[config.mk]
export PLATFORM = sky130hd
export DESIGN_NAME = mode_selector
export DESIGN_NICKNAME = d
export VERILOG_FILES = /design/src/rtl/mode_pkg.sv /design/src/rtl/switch_debounce.sv /design/src/rtl/mode_selector.sv
export SDC_FILE = /design/constraint.sdc
export NUM_CORES = 1
export LEC_CHECK = 0
export ABC_AREA = 0
export CAP_MARGIN = 0
export CORE_MARGIN = 2
export CORE_UTILIZATION = 40
export CTS_CLUSTER_SIZE = 8
export DETAILED_ROUTE_END_ITERATION = 16
export SLEW_MARGIN = 20
export SYNTH_ARGS = -nofsm -noshare
export SYNTH_HDL_FRONTEND = slang
export SYNTH_SLANG_ARGS = --single-unit
[constraint.sdc]
create_clock -name clk -period 4.45 [get_ports clk]
set_clock_uncertainty 0.15 [all_clocks]
set_input_delay 1.335 -clock clk [delete_from_list [all_inputs] [get_ports clk]]
set_output_delay 1.335 -clock clk [all_outputs]
set_load 0.05 [all_outputs]
[src/rtl/mode_pkg.sv]
`default_nettype none
// =====================================================================
// Module   : mode_pkg
// Brief    : Shared types, mode constants and thermometer decoder for
//            the front-panel mode selector.
// Revision : 1.0
// =====================================================================
package mode_pkg;

    localparam int MAX_MODE_W  = 5;
    localparam int MAX_THERM_W = (1 << MAX_MODE_W) - 1;

    typedef enum logic [1:0] {
        ST_IDLE   = 2'd0,
        ST_PEND   = 2'd1,
        ST_COMMIT = 2'd2
    } state_t;

    localparam logic [1:0] MODE_OFF = 2'd0;
    localparam logic [1:0] MODE_1   = 2'd1;
    localparam logic [1:0] MODE_2   = 2'd2;
    localparam logic [1:0] MODE_3   = 2'd3;

    // Returns {err, mode}; field is zero-extended, only the low therm_w bits matter.
    function automatic logic [MAX_MODE_W:0] therm_decode(
        input logic [MAX_THERM_W-1:0] field,
        input int                     therm_w,
        input logic [MAX_MODE_W-1:0]  default_mode
    );
        logic [MAX_MODE_W:0]    res;
        logic [MAX_THERM_W-1:0] ones;
        res  = {1'b1, default_mode};
        ones = '0;
        for (int k = 1; k <= MAX_THERM_W; k++) begin
            ones = {ones[MAX_THERM_W-2:0], 1'b1};
            if ((k <= therm_w) && (field == ones)) begin
                res = {1'b0, k[MAX_MODE_W-1:0]};
            end
        end
        return res;
    endfunction

endpackage
`default_nettype wire

[src/rtl/switch_debounce.sv]
`default_nettype none
// =====================================================================
// Module   : switch_debounce
// Brief    : Two-flop synchroniser plus whole-vector debounce counter.
// Revision : 1.0
// =====================================================================
module switch_debounce #(
    parameter int W      = 8,
    parameter int CYCLES = 50000
) (
    input  logic         clk,
    input  logic         rst_n,
    input  logic [W-1:0] din,
    output logic [W-1:0] dout,
    output logic         vld
);

    localparam int             CNT_W     = $clog2(CYCLES);
    localparam logic [CNT_W-1:0] c_cnt_max = CNT_W'(CYCLES - 1);

    logic [W-1:0]     r_sync1;
    logic [W-1:0]     r_sync2;
    logic [W-1:0]     r_last;
    logic [W-1:0]     r_stable;
    logic [CNT_W-1:0] r_cnt;
    logic             r_vld;

    always_ff @(posedge clk or negedge rst_n) begin
        if (!rst_n) begin
            r_sync1  <= '0;
            r_sync2  <= '0;
            r_last   <= '0;
            r_stable <= '0;
            r_cnt    <= '0;
            r_vld    <= 1'b0;
        end else begin
            r_sync1 <= din;
            r_sync2 <= r_sync1;
            r_last  <= r_sync2;
            // Any movement on any bit restarts the whole-vector stability window.
            if (r_sync2 != r_last) begin
                r_cnt <= '0;
            end else if (r_cnt != c_cnt_max) begin
                r_cnt <= r_cnt + CNT_W'(1);
            end else begin
                r_stable <= r_sync2;
                r_vld    <= 1'b1;
            end
        end
    end

    assign dout = r_stable;
    assign vld  = r_vld;

endmodule
`default_nettype wire

[src/rtl/mode_selector.sv]
`default_nettype none
// =====================================================================
// Module   : mode_selector
// Brief    : Debounced DIP-switch front panel: LED mirror, thermometer
//            mode decode and busy-gated mode commit with change strobe.
// Revision : 1.0
// =====================================================================
module mode_selector
    import mode_pkg::*;
#(
    parameter int                SW_W            = 8,
    parameter int                MODE_W          = 2,
    parameter int                DEBOUNCE_CYCLES = 50000,
    parameter logic [MODE_W-1:0] DEFAULT_MODE    = {MODE_W{1'b1}}
) (
    input  logic              clk,
    input  logic              rst_n,
    input  logic [SW_W-1:0]   dipswitch,
    input  logic              busy,
    output logic [SW_W-1:0]   led,
    output logic [MODE_W-1:0] mode,
    output logic              mode_changed,
    output logic              pattern_err,
    output logic              pending
);

    localparam int THERM_W = (1 << MODE_W) - 1;

    logic [SW_W-1:0]        w_stable;
    logic                   w_vld;
    logic [MAX_THERM_W-1:0] w_field_ext;
    logic [MAX_MODE_W-1:0]  w_default_ext;
    logic [MAX_MODE_W-1:0]  w_mode_ext;
    logic [MAX_MODE_W:0]    w_dec;
    logic                   w_err;
    logic [MODE_W-1:0]      w_target;
    logic                   w_differs;
    logic                   w_load;
    state_t                 w_next;

    state_t                 r_state;
    logic [SW_W-1:0]        r_led;
    logic [MODE_W-1:0]      r_mode;
    logic                   r_changed;
    logic                   r_err;

    switch_debounce #(
        .W      (SW_W),
        .CYCLES (DEBOUNCE_CYCLES)
    ) u_debounce (
        .clk   (clk),
        .rst_n (rst_n),
        .din   (dipswitch),
        .dout  (w_stable),
        .vld   (w_vld)
    );

    always_comb begin
        w_field_ext                 = '0;
        w_field_ext[THERM_W-1:0]    = w_stable[THERM_W-1:0];
        w_default_ext               = '0;
        w_default_ext[MODE_W-1:0]   = DEFAULT_MODE;
        w_mode_ext                  = '0;
        w_mode_ext[MODE_W-1:0]      = r_mode;
    end

    assign w_dec     = therm_decode(w_field_ext, THERM_W, w_default_ext);
    assign w_err     = w_dec[MAX_MODE_W];
    assign w_target  = w_dec[MODE_W-1:0];
    // Compared at full decoder width so the upper (always-zero) bits are consumed.
    assign w_differs = (w_dec[MAX_MODE_W-1:0] != w_mode_ext);

    always_comb begin
        w_next = r_state;
        w_load = 1'b0;
        case (r_state)
            ST_IDLE: begin
                if (w_vld && w_differs) begin
                    w_next = ST_PEND;
                end
            end
            ST_PEND: begin
                if (!w_differs) begin
                    w_next = ST_IDLE;
                end else if (!busy) begin
                    w_next = ST_COMMIT;
                    w_load = 1'b1;
                end
            end
            ST_COMMIT: begin
                w_next = ST_IDLE;
            end
            default: begin
                w_next = ST_IDLE;
            end
        endcase
    end

    always_ff @(posedge clk or negedge rst_n) begin
        if (!rst_n) begin
            r_state   <= ST_IDLE;
            r_led     <= '0;
            r_mode    <= '0;
            r_changed <= 1'b0;
            r_err     <= 1'b0;
        end else begin
            r_state   <= w_next;
            r_led     <= w_stable;
            r_changed <= (r_state == ST_COMMIT);
            if (w_load) begin
                r_mode <= w_target;
            end
            if (w_vld) begin
                r_err <= w_err;
            end
        end
    end

    assign led          = r_led;
    assign mode         = r_mode;
    assign mode_changed = r_changed;
    assign pattern_err  = r_err;
    assign pending      = (r_state == ST_PEND);

endmodule
`default_nettype wire

==> results_tabular.tex <==
\begin{tabular}{lr}
\hline
Metric & Value \\
\hline
\multicolumn{2}{l}{\textbf{Timing}} \\
\quad Final hold viol count & 0 \\
\quad Setup-violating endpoint count in the final report & 0 \\
\quad Worst slew margin relative to its limit & 0.3963 \\
\quad Final worst path period need & 3.226 ns \\
\quad Final Cycle Share & 0.7248 \\
\quad Worst Tran Pin Value & 0.9055 ns \\
\quad Fmax achieved & 310.0 MHz \\
\quad Number of max-slew violations in the final report & 0 \\
\quad RSZ-0062 raised after global routing & false \\
\quad Total negative slack & 0 ns \\
\multicolumn{2}{l}{\textbf{Pwr}} \\
\quad Total power per unit cell area & 392.3 mW/mm2 \\
\quad Peak ir drop on the vdd network & 0.2234 mV \\
\quad Reported leakage power & around 1.2 nW \\
\multicolumn{2}{l}{\textbf{Floorplanning}} \\
\quad Floorplan die height & 80.18 um \\
\quad DIE AREA & 0.006428 mm2 \\
\quad I/O pins & 24 \\
\quad Placeable core region & roughly 0.0055 mm2 \\
\quad Std-Cell Rows & 27 \\
\quad Starting Density & 0.4189 \\
\quad Chip Width & 80.18 um \\
\multicolumn{2}{l}{\textbf{Synth}} \\
\quad Dominant synthesized flop cell & sky130\_fd\_sc\_hd\_\_dfrtp\_1 \\
\quad EDFF count, synth & 0 \\
\quad Nets in the synthesized netlist & 185 \\
\quad Number of flip-flops and latches in the synthesized netlist & between 60 and 70 \\
\quad Synth Area in XOR/XNOR & 0.06792 \\
\quad Post-synthesis mux area share & 0.04744 \\
\quad Post-synth design cell area & 0.002321 mm2 \\
\quad Synth area leader & sky130\_fd\_sc\_hd\_\_dfrtp\_1 \\
\quad Syn Inst Count & 173 \\
\quad Ys Warns & 0 \\
\quad Adder-cell share of the synthesized area & 0.005391 \\
\quad Average size of a mapped cell & 13.42 um2 \\
\quad Combinational family with the most area after synthesis & simple AND/OR/NAND/NOR gates \\
\quad Number of distinct standard cells referenced by the synthesized netlist & 32 \\
\quad Async S/R FF share, synth & 1.000 \\
\quad Proportion of netlist area held by the largest area contributor & 0.6792 \\
\quad Simple-gate area share of the yosys netlist & 0.1553 \\
\quad Compound-Gate Fraction of Synth Area & 0.03342 \\
\quad Sequential area share after synthesis & 0.6792 \\
\quad Largest cells by area after synthesis & sky130\_fd\_sc\_hd\_\_dfrtp\_1 (68\%), sky130\_fd\_sc\_hd\_\_xnor2\_1 (6.4\%), sky130\_fd\_sc\_hd\_\_mux2\_2 (3.9\%), sky130\_fd\_sc\_hd\_\_nor2\_1 (2.6\%), sky130\_fd\_sc\_hd\_\_nand2\_1 (1.1\%) \\
\multicolumn{2}{l}{\textbf{Setup path}} \\
\quad Required time at the worst-slack endpoint & 2.96 ns \\
\quad Worst Setup Start Kind & register \\
\quad Cell with the biggest individual delay on the critical path & sky130\_fd\_sc\_hd\_\_clkdlybuf4s50\_1 \\
\quad Maximum fanout along the worst path & 3 \\
\quad Worst endpoint data arrival time & 1.74 ns \\
\quad Cell chain of the critical path & nor2b\_1 -> clkdlybuf4s50\_1 \\
\quad Largest stage delay, worst path & 0.83 ns \\
\quad Critical Setup Path Class & register to output pin \\
\quad Endpoint class of the critical path & output pin \\
\multicolumn{2}{l}{\textbf{Finish}} \\
\quad Finished layout cell area & 0.002844 mm2 \\
\quad Number of standard cells in the final layout excluding fillers & about 280 \\
\quad Most common cell after layout, fill and taps aside & sky130\_fd\_sc\_hd\_\_dfrtp\_1 \\
\quad Final layout net count & between 200 and 250 \\
\quad Growth of design area from synthesis to finish & 22.53\% \\
\quad Proportion of layout cells with a drive suffix above 1 & 0.1517 \\
\quad Highest-count cells in the layout ignoring fill and taps & sky130\_fd\_sc\_hd\_\_dfrtp\_1 (63), sky130\_fd\_sc\_hd\_\_clkdlybuf4s50\_1 (22), sky130\_fd\_sc\_hd\_\_xnor2\_1 (17), sky130\_fd\_sc\_hd\_\_nor2\_1 (16), sky130\_fd\_sc\_hd\_\_clkbuf\_8 (11) \\
\quad Number of diodes added for antenna fixing & 0 \\
\multicolumn{2}{l}{\textbf{Clock network}} \\
\quad Worst-path clk slew & 0.07 ns \\
\quad Cts hold-fix bufs & 0 \\
\quad Maximum root-to-sink buffer count & 2 \\
\quad Latest clock arrival within the worst-skew pair & 0.33 ns \\
\quad H-tree levels & 3 \\
\quad Post-CTS setup buffer count & 0 \\
\quad Clock tree from TritonCTS & yes \\
\quad Count of cells resized by post-cts repair & 0 \\
\quad CTS Sinks & 63 \\
\quad Number of buffers inserted during clock tree synthesis & 9 \\
\quad Root buffer selected by CTS & sky130\_fd\_sc\_hd\_\_clkbuf\_8 \\
\multicolumn{2}{l}{\textbf{Routing}} \\
\quad Via Count & approximately 1,400 \\
\quad Sum of routed wire length over all layers & 3.815 mm \\
\quad DRC Markers & 0 \\
\quad DRT antenna net count & 0 \\
\quad TritonRoute pass-1 iters & 4 \\
\quad Routed wirelength normalized by instance count & 13.48 um \\
\quad Average via count per standard cell & a little under 5 \\
\quad Drt initial violations & 79 \\
\multicolumn{2}{l}{\textbf{Placement}} \\
\quad Post-placement cell area & about 0.0026 mm2 \\
\quad IO buf count & 23 \\
\quad GPL Wtd Cong & roughly 0.73 \\
\quad HPWL after DPL & 2.547 mm \\
\quad Count of placed standard cells including taps & 267 \\
\multicolumn{2}{l}{\textbf{Flow run}} \\
\quad Number of violations of the max-capacitance limit & 0 \\
\multicolumn{2}{l}{\textbf{Global routing}} \\
\quad Tot GR Track Use & 0.1396 \\
\quad Number of global-route vias before repair & 1,478 \\
\quad Initial antenna violation count & 0 \\
\quad Largest net degree at the start of global routing & 43 \\
\quad Remaining global-route overflow & 0 \\
\quad First-pass GRT wire length & 6.665 mm \\
\multicolumn{2}{l}{\textbf{Run status}} \\
\quad Run status & finished, final reports clean \\
\multicolumn{2}{l}{\textbf{Hold path}} \\
\quad Hold Crit Class & register to register \\
\hline
\end{tabular}
area by class of cell:
class,instances,area (um2)
Fill cell,498,2696
Sequential cell,63,1577
Multi-Input combinational cell,103,718.2
Timing Repair Buffer,24,232.7
Clock buffer,11,151.4
Tap cell,72,90.09
Clock inverter,5,56.30
Inverter,5,18.77
cell families after synthesis:
logic type,after synthesis
adders and majority gates,1
DFF,63
AOI/OAI and AO/OA,14
buffers and inverters,7
and+or+nand+nor,60
muxes,10
xor gates and xnor gates,18
Yosys cell counts, types with 2 or more instances:
cell type and number:
sky130_fd_sc_hd__dfrtp_1 63, sky130_fd_sc_hd__xnor2_1 17, sky130_fd_sc_hd__nor2_1 16, sky130_fd_sc_hd__mux2_2 8, sky130_fd_sc_hd__nand2_1 7, sky130_fd_sc_hd__a21oi_1 5, sky130_fd_sc_hd__inv_1 5, sky130_fd_sc_hd__nand3_1 5
sky130_fd_sc_hd__o21ai_0 5, sky130_fd_sc_hd__nor2b_1 4, sky130_fd_sc_hd__nor3_1 4, sky130_fd_sc_hd__or3_1 4, sky130_fd_sc_hd__a31oi_1 3, sky130_fd_sc_hd__nand4_1 3, sky130_fd_sc_hd__nor4_1 3, sky130_fd_sc_hd__clkbuf_1 2
sky130_fd_sc_hd__mux2i_1 2, sky130_fd_sc_hd__nor3b_1 2, sky130_fd_sc_hd__or2_2 2
path summary, 6_finish.rpt:
| path | startpoint | slack (ns) | endpoint | cells after the start |
|---|---|---|---|---|
| setup reg to reg | u_debounce.r_cnt[0] | 1.81 | u_debounce.dout[0] | 5 |
| hold reg to reg | u_debounce.r_sync1[4] | 0.20 | u_debounce.r_sync2[4] | 0 |
| hold / removal | u_debounce.r_sync1[4] | 0.20 | u_debounce.r_sync2[4] | 0 |
| max in group asynchronous | rst_n | 2.36 | u_debounce.r_sync2[7] | 2 |
| min in group asynchronous | rst_n | 0.98 | pattern_err | 1 |
| setup / recovery | r_state[0] | 1.22 | pending | 2 |
metrics by stage:
stage	total power [W]	worst slack, ns	hold WS, ns	utilization
final	0.001116	1.224	0.1967	0.5133
after global routing	0.001161	1.153	0.2031	0.5133
after CTS	0.001131	1.199	0.2000	0.5133
after detailed placement	0.0006298	1.580	0.1855	0.4758
after global placement	0.0006281	1.594	0.1817	0.4758
after floorplan	0.0006068	1.847	0.1812	-
per-layer routing:
| metal | vias to the layer above | routed length (um) | global-route usage |
|---|---|---|---|
| met5 | - | 0 | 0 |
| met4 | 0 | 76 | 0.07119 |
| met3 | 8 | 143 | 0.04719 |
| met2 | 25 | 1933 | 0.2192 |
| met1 | 693 | 1662 | 0.1713 |
| li1 | 659 | - | - |
state kept, by name, indices dropped and copies added, names as in the netlist:
signal              cells
u_debounce.dout         8
mode                    2
u_debounce.r_sync1      8
u_debounce.r_last       8
u_debounce.r_cnt       16
mode_changed            1
r_state                 2
u_debounce.r_sync2      8
pattern_err             1
led                     8
u_debounce.vld          1
power breakdown:
| group | internal, W | total [W] | switching (W) |
|---|---|---|---|
| combinational | 0.0000129 | 0.0000279 | 0.0000150 |
| clock | 0.000288 | 0.000498 | 0.000210 |
| sequential | 0.000584 | 0.000590 | 0.00000597 |
| total | 0.000884 | 0.00112 | 0.000231 |
critical path, delay by kind of cell (launching register included):
kind          cells  cell delay, ns
simple gates      1            0.20
flops             1            0.38
buf+inv           1            0.83
No activity file was read; power rests on OpenSTA's default activity.
